`src/rtl/perf_counter_bank.sv`:
```
// perf_counter_bank: N_CH event counters with a snapshot bank and a
// registered snapshot read port.
//
// Ports:
//   clk       system clock, all state changes on its rising edge
//   reset     asynchronous, active-high reset
//   enable    global count enable
//   events    per-channel event pulse, one bit per channel
//   clear     synchronous clear of live counters and overflow flags
//   snap      copy every live counter into the snapshot bank
//   rd_en     snapshot read request
//   rd_sel    channel index to read
//   rd_data   registered snapshot value (1-cycle latency)
//   rd_valid  rd_data was updated this cycle
//   overflow  per-channel sticky overflow flag
//
// The per-channel event input is named "events" because "event" is a
// reserved word in SystemVerilog.

// One channel: live counter, sticky overflow flag and snapshot register.
module perf_counter_lane #(
  parameter int WIDTH    = 32,
  parameter int SATURATE = 0
) (
  input  logic             clk,
  input  logic             reset,
  input  logic             inc,
  input  logic             clear,
  input  logic             snap,
  output logic [WIDTH-1:0] snap_q,
  output logic             ovf
);

  logic [WIDTH-1:0] cnt;

  always_ff @(posedge clk or posedge reset) begin
    if (reset) begin
      cnt    <= '0;
      ovf    <= 1'b0;
      snap_q <= '0;
    end else begin
      // Snapshot sees the pre-edge count, so snap+clear captures pre-clear values.
      if (snap) snap_q <= cnt;
      if (clear) begin
        cnt <= '0;
        ovf <= 1'b0;
      end else if (inc) begin
        if (&cnt) begin
          ovf <= 1'b1;
          cnt <= (SATURATE != 0) ? cnt : '0;
        end else begin
          cnt <= cnt + 1'b1;
        end
      end
    end
  end

endmodule

module perf_counter_bank #(
  parameter int N_CH     = 4,
  parameter int WIDTH    = 32,
  parameter int SATURATE = 0
) (
  input  logic                                       clk,
  input  logic                                       reset,
  input  logic                                       enable,
  input  logic [N_CH-1:0]                            events,
  input  logic                                       clear,
  input  logic                                       snap,
  input  logic                                       rd_en,
  input  logic [((N_CH > 1) ? $clog2(N_CH) : 1)-1:0] rd_sel,
  output logic [WIDTH-1:0]                           rd_data,
  output logic                                       rd_valid,
  output logic [N_CH-1:0]                            overflow
);

  localparam int SEL_W = (N_CH > 1) ? $clog2(N_CH) : 1;
  localparam logic [SEL_W:0] N_CH_W = (SEL_W+1)'(N_CH);

  typedef struct packed {
    logic             vld;
    logic [SEL_W-1:0] sel;
  } rd_req_t;

  logic [N_CH-1:0][WIDTH-1:0] snap_bank;
  logic [WIDTH-1:0]           rd_mux;
  rd_req_t                    req;

  assign req = '{vld: rd_en, sel: rd_sel};

  for (genvar i = 0; i < N_CH; i++) begin : g_lane
    perf_counter_lane #(
      .WIDTH    (WIDTH),
      .SATURATE (SATURATE)
    ) u_lane (
      .clk    (clk),
      .reset  (reset),
      .inc    (enable & events[i]),
      .clear  (clear),
      .snap   (snap),
      .snap_q (snap_bank[i]),
      .ovf    (overflow[i])
    );
  end

  // Selects beyond the last channel read as zero (possible when N_CH is
  // not a power of two).
  always_comb begin
    rd_mux = '0;
    if ({1'b0, req.sel} < N_CH_W) rd_mux = snap_bank[req.sel];
  end

  // Read samples the pre-edge snapshot bank, so a same-cycle snap is not seen.
  always_ff @(posedge clk or posedge reset) begin
    if (reset) begin
      rd_data  <= '0;
      rd_valid <= 1'b0;
    end else begin
      rd_valid <= req.vld;
      if (req.vld) rd_data <= rd_mux;
    end
  end

endmodule

```
`config.mk`:
```
export PLATFORM = sky130hd
export DESIGN_NAME = perf_counter_bank
export DESIGN_NICKNAME = d
export VERILOG_FILES = /design/src/rtl/perf_counter_bank.sv
export SDC_FILE = /design/constraint.sdc
export NUM_CORES = 1
export LEC_CHECK = 0
export CORE_ASPECT_RATIO = 0.7
export CORE_MARGIN = 2
export CORE_UTILIZATION = 66
export DETAILED_ROUTE_END_ITERATION = 12
export PLACE_DENSITY = 0.85
export SLEW_MARGIN = 20
export SYNTH_ARGS = -nofsm -noshare
export SYNTH_HDL_FRONTEND = slang
export SYNTH_SLANG_ARGS = --single-unit
```
`constraint.sdc`:
```
create_clock -name clk -period 19.33 [get_ports clk]
set_input_delay 4.8325 -clock clk [delete_from_list [all_inputs] [get_ports clk]]
set_output_delay 4.8325 -clock clk [all_outputs]
set_load 0.01 [all_outputs]
```
* Yosys cells after proc, flatten, opt, wreduce, memory -nomap -nowiden
Cells that the tools add are included.
** Word-level totals
- Flip-flop bits (word level) :: 293
- Bits of input ports :: 12
- Word-level logic and storage cells :: 65
- Output and inout bits :: 37
** Operators by class
- $add $sub $neg :: 4
- Reduce and logical (&&, ||, !) cells :: 16
- Order comparisons :: 1
- Bitwise gates (word level) :: 4
- Muxes and demuxes :: 26
** Operators with widths (number)
- two-way mux 32 bit :: 13
- adder 32 x 1 -> 32 bit, second input constant :: 4
- AND reduction 32 bit :: 4
- binary-select mux 32 bit (select 2 bit) :: 1
- nonzero test 2 bit :: 8
- two-way mux 1 bit :: 12
- AND reduction 2 bit :: 4
- AND 1 bit :: 4
- < comparator 2 x 3 -> 1 bit, second input constant :: 1

* Longest topological paths before layout
- Word-level depth :: 4
- Depth in mapped cells :: 8
- Gate-level depth less buffers :: 6

* Cells and area by module
From an unflattened synthesis, not the netlist that was laid out.
** Second synthesis, totals
- Cells, all modules :: 1188
- Area, all modules :: 14009.7 um^2
** By module, submodules not included
- perf_counter_lane at g_lane[1].u_lane ... :: sequential area each 1626.6 um^2, cells an instance 252, area each 2917.8 um^2, times used 3
- perf_counter_lane at g_lane[0].u_lane :: sequential area each 1626.6 um^2, cells an instance 248, area each 2916.5 um^2, times used 1
- perf_counter_bank :: sequential area each 825.8 um^2, cells an instance 184, area each 2339.7 um^2, times used 1

* Worst setup path after synthesis
OpenSTA, ideal clock, no wires.
- Kind :: input-to-reg
- From :: input rd_sel[1] in the netlist's numbering
- To :: register rd_data[10]
- Stages :: 4
- Setup time :: 125 ps
- Buffers on the path :: 2
- Arrival :: 6401 ps
- Required time :: 19205 ps
- Setup slack :: 12805 ps
- Cell sequence :: clkbuf_1 -> buf_1 -> mux4_2 -> mux2_2
** Between the ends
- Longest elaborated chain between the ends :: 2
** Ends and longest elaborated chain
- start, declared :: line 72 : input logic [((N_CH > 1) ? $clog2(N_CH) : 1)-1:0] rd_sel,
- binary-select mux 32 bit (select 2 bit) :: line 111 : if ({1'b0, req.sel} < N_CH_W) rd_mux = snap_bank[req.sel];
- two-way mux 32 bit (implied by the code) :: line 111
- end signal, assigned :: line 121 : if (req.vld) rd_data <= rd_mux;
- end, declared :: line 73 : output logic [WIDTH-1:0] rd_data,
No other way between the ends. The select of a mux whose other input is x is not followed.
A chain may end at the register's enable or synchronous reset.

==> results.yml <==
critical_path:
  crit_chain: "clkdlybuf4s50_1 -> inv_8 -> buf_4 -> buf_6"
  cpMaxStageDelayCell: "buf_4"
  crit_path_max_incr_delay_ps: 870
  cp.arrival_ps: 7690
  crit_buf_inv: 4
  crit_type: "in -> async"
  crit_path_max_fanout: 136
  crit_family: "buffers and inverters"
  required_ps: 19920
  end_kind: "async pin"
  start_kind: "input port"
pwr:
  p_switching_uw: 266
  swShare_pct: 21.8
  intPower_uw: 953
  ir_worst_vdd_uv: 72.3
  pwr-share-clk_pct: 45.3
  p_per_area_mw_per_mm2: 81.4
  p_seq_share_pct: 50.8
  pwr-share-comb_pct: 3.9
  p_leak_nw: 6.73
  power_mw: 1.22
synthesis:
  synth_flop_cell: "dfrtp_1"
  synth.distinct_cells: 44
  yosysWarnings: 0
  async_reset_ff_share_pct: 100
  ys_seq_area_share_pct: 55.0
  synthCells: 1103
  netlist_area_mm2: 0.0133
  synth_fp_nets: 1119
  synth_area_leaders: "dfrtp_1 55%, mux2_2 14%, mux4_2 5.4%, xor2_1 4.5%, nor2_1 3.7%"
  synth_edf_count: 0
  synth.avg_cell_area_um2: 12.1
  netlist.area_leader.share_pct: 55.0
  yosys.area.top_type: "dfrtp_1"
  ys_ff_latch: 293
place:
  gp_congestion: 0.895
  dp_slack_ps: 11240
  dpl_cell_area_mm2: 0.0140
  dpl.hpwl_um: 20500
  numPortBuffers: 48
cells_and_area:
  postLayoutCellArea_mm2: 0.0150
  final_common_cell: "dfrtp_1"
  mostFrequentLayoutCells: "293 x dfrtp_1, 160 x mux2_2, 132 x nor2_1"
  diodes: 0
  num-nets-final: 1154
  layout-drive-gt1-share_pct: 22.8
  areaGrowthSynthToFinish_pct: 12.2
min_path:
  hp-class: "reg -> reg"
detailed_routing:
  drc_errors: 0
  vias_per_cell: 6.31
  num_vias: 9020
  routed_wl_um: 30700
  drt_pass1_iterations: 5
  wl_per_cell_um: 21.5
  antenna_left: 0
  drtIter0Drc: 909
sta:
  fmax_ghz: 0.141
  fin_crit_ps: 7100
  skew_ps: 10.7
  maxSlewViolCount: 0
  setup_ws_ps: 12230
  worst-slew-pin-transition_ps: 961
  setup_viol: 0
  slew_headroom_pct: 35.4
  fin_crit_sh_pct: 36.7
  fin_tns_setup_ps: 0
  rsz0062_at_grt: "false"
  hold_violations: 0
floorplan:
  die-area_mm2: 0.0214
  io_pins: 49
  die_h_um: 123
  rows: 43
  start_util_pct: 67.4
  core-area_mm2: 0.0198
  die_w_um: 174
clocking:
  cts_root_buf: "clkbuf_16"
  post_cts_buffers: 0
  clk_latency_ps: 540
  htreeDepth: 1
  cts_made_buffers: 27
  cts.path.max_buffers: 3
  cts_tree: "yes"
  cts_hold_buf: 0
  cts_resized: 0
  clock-sinks: 293
  clkTransAtPathRegs_ps: 60
global_route:
  antenna_found_initial: 0
  grt_overflow: 0
  grt_usage_pct: 30.1
  grt_max_degree: 137
  grt_pass1_wl_um: 49700
  grt_pass1_vias: 8912
run_status:
  status: "complete, no violations"
run:
  cap_violations: 0
area by class of cell:
| cell class | instances | area [um^2] |
|---|---|---|
| fill | 1247 | 4840 |
| sequential | 293 | 7330 |
| clock buffer | 40 | 825 |
| timing repair buffer | 58 | 552 |
| inverter | 14 | 60.1 |
| tap | 270 | 338 |
| multi-input combinational | 744 | 5750 |
| clock inverter | 10 | 106 |
logic make-up (layout without fill, tap and decap cells):
logic type	count (synthesis)	after routing	share of synthesized area, %
flip-flops	293	293	55.0
XOR/XNOR	105	105	6.89
AND/OR/NAND/NOR	395	395	14.7
multiplexers	192	192	18.9
buffers and inverters	66	122	2.07
adder cells (fa/ha/maj)	4	4	0.375
AO/OA/AOI/OAI	48	48	2.13
sequential cells by signal, indices dropped and copies added (netlist names):
| signal | cells |
|---|---|
| g_lane.u_lane.cnt | 128 |
| g_lane.u_lane.ovf | 4 |
| rd_data | 32 |
| rd_valid | 1 |
| g_lane.u_lane.snap_q | 128 |
synth_stat cells, types with 2 or more instances:
master / instances
nor3_1: 19
or3_2: 2
o31ai_1: 7
or4_1: 8
nand2_1: 62
nand3_1: 57
a31oi_1: 2
inv_1: 13
and2_1: 4
or2_2: 3
mux4_2: 32
and3_1: 12
buf_1: 10
nor2_1: 132
nor4_2: 2
a21oi_1: 22
dfrtp_1: 293
nor2b_1: 4
o21ai_0: 10
and4_1: 6
clkbuf_1: 32
mux2_2: 160
or3_1: 8
nand4_1: 52
buf_4: 4
xor2_1: 69
ha_1: 4
o21a_1: 2
xnor2_1: 36
nor4_1: 18
buf_2: 5
per-stage QoR:
| stage | cells | hold slack (ps) | utilization, % |
|---|---|---|---|
| after global placement | 1379 | 477 | 70.8 |
| final | 1429 | 500 | 75.6 |
| after global routing | 1429 | 522 | 75.6 |
| after CTS | 1429 | 505 | 75.5 |
| after floorplan | 1103 | 464 | - |
| after detailed placement | 1379 | 485 | 70.8 |
worst reg2reg max path: stages, from the launching register on:
cell	delay [ps]
dfrtp_1	460
nand4_1	230
nor2_1	670
nand4_1	430
o21ai_4	750
nor2_1	150
power by group through the flow:
stage | Combinational, mW | Clock (mW) | Sequential (mW)
6_report | 0.0471 | 0.552 | 0.619
5_1_grt | 0.0522 | 0.583 | 0.619
4_1_cts | 0.0475 | 0.558 | 0.619
3_5_place_dp | 0.0473 | 0 | 0.631
3_3_place_gp | 0.0466 | 0 | 0.630
2_1_floorplan | 0.0344 | 0 | 0.630
routing by layer:
metal / wire [um] / vias to the layer above / track usage [%]
li1: - / 3998 / -
met1: 13400 / 4558 / 45.7
met2: 13800 / 405 / 45.4
met3: 2830 / 57 / 6.83
met4: 525 / 2 / 6.25
met5: 46 / - / 1.62
worst paths after layout:
kind / cells past startpoint / slack, ps / from / to
max reg2reg: 5 / 16480 / g_lane[0].u_lane.cnt[4] / g_lane[0].u_lane.cnt[11]
max: 4 / 12230 / reset / g_lane[3].u_lane.cnt[6]
min: 1 / 500 / g_lane[3].u_lane.snap_q[15] / g_lane[3].u_lane.snap_q[15]
min reg2reg: 1 / 500 / g_lane[3].u_lane.snap_q[15] / g_lane[3].u_lane.snap_q[15]
max in group clk: 7 / 12360 / clear / g_lane[2].u_lane.cnt[29]
min in group asynchronous: 2 / 4900 / reset / g_lane[1].u_lane.cnt[1]
No activity file was read; power rests on OpenSTA's default activity.
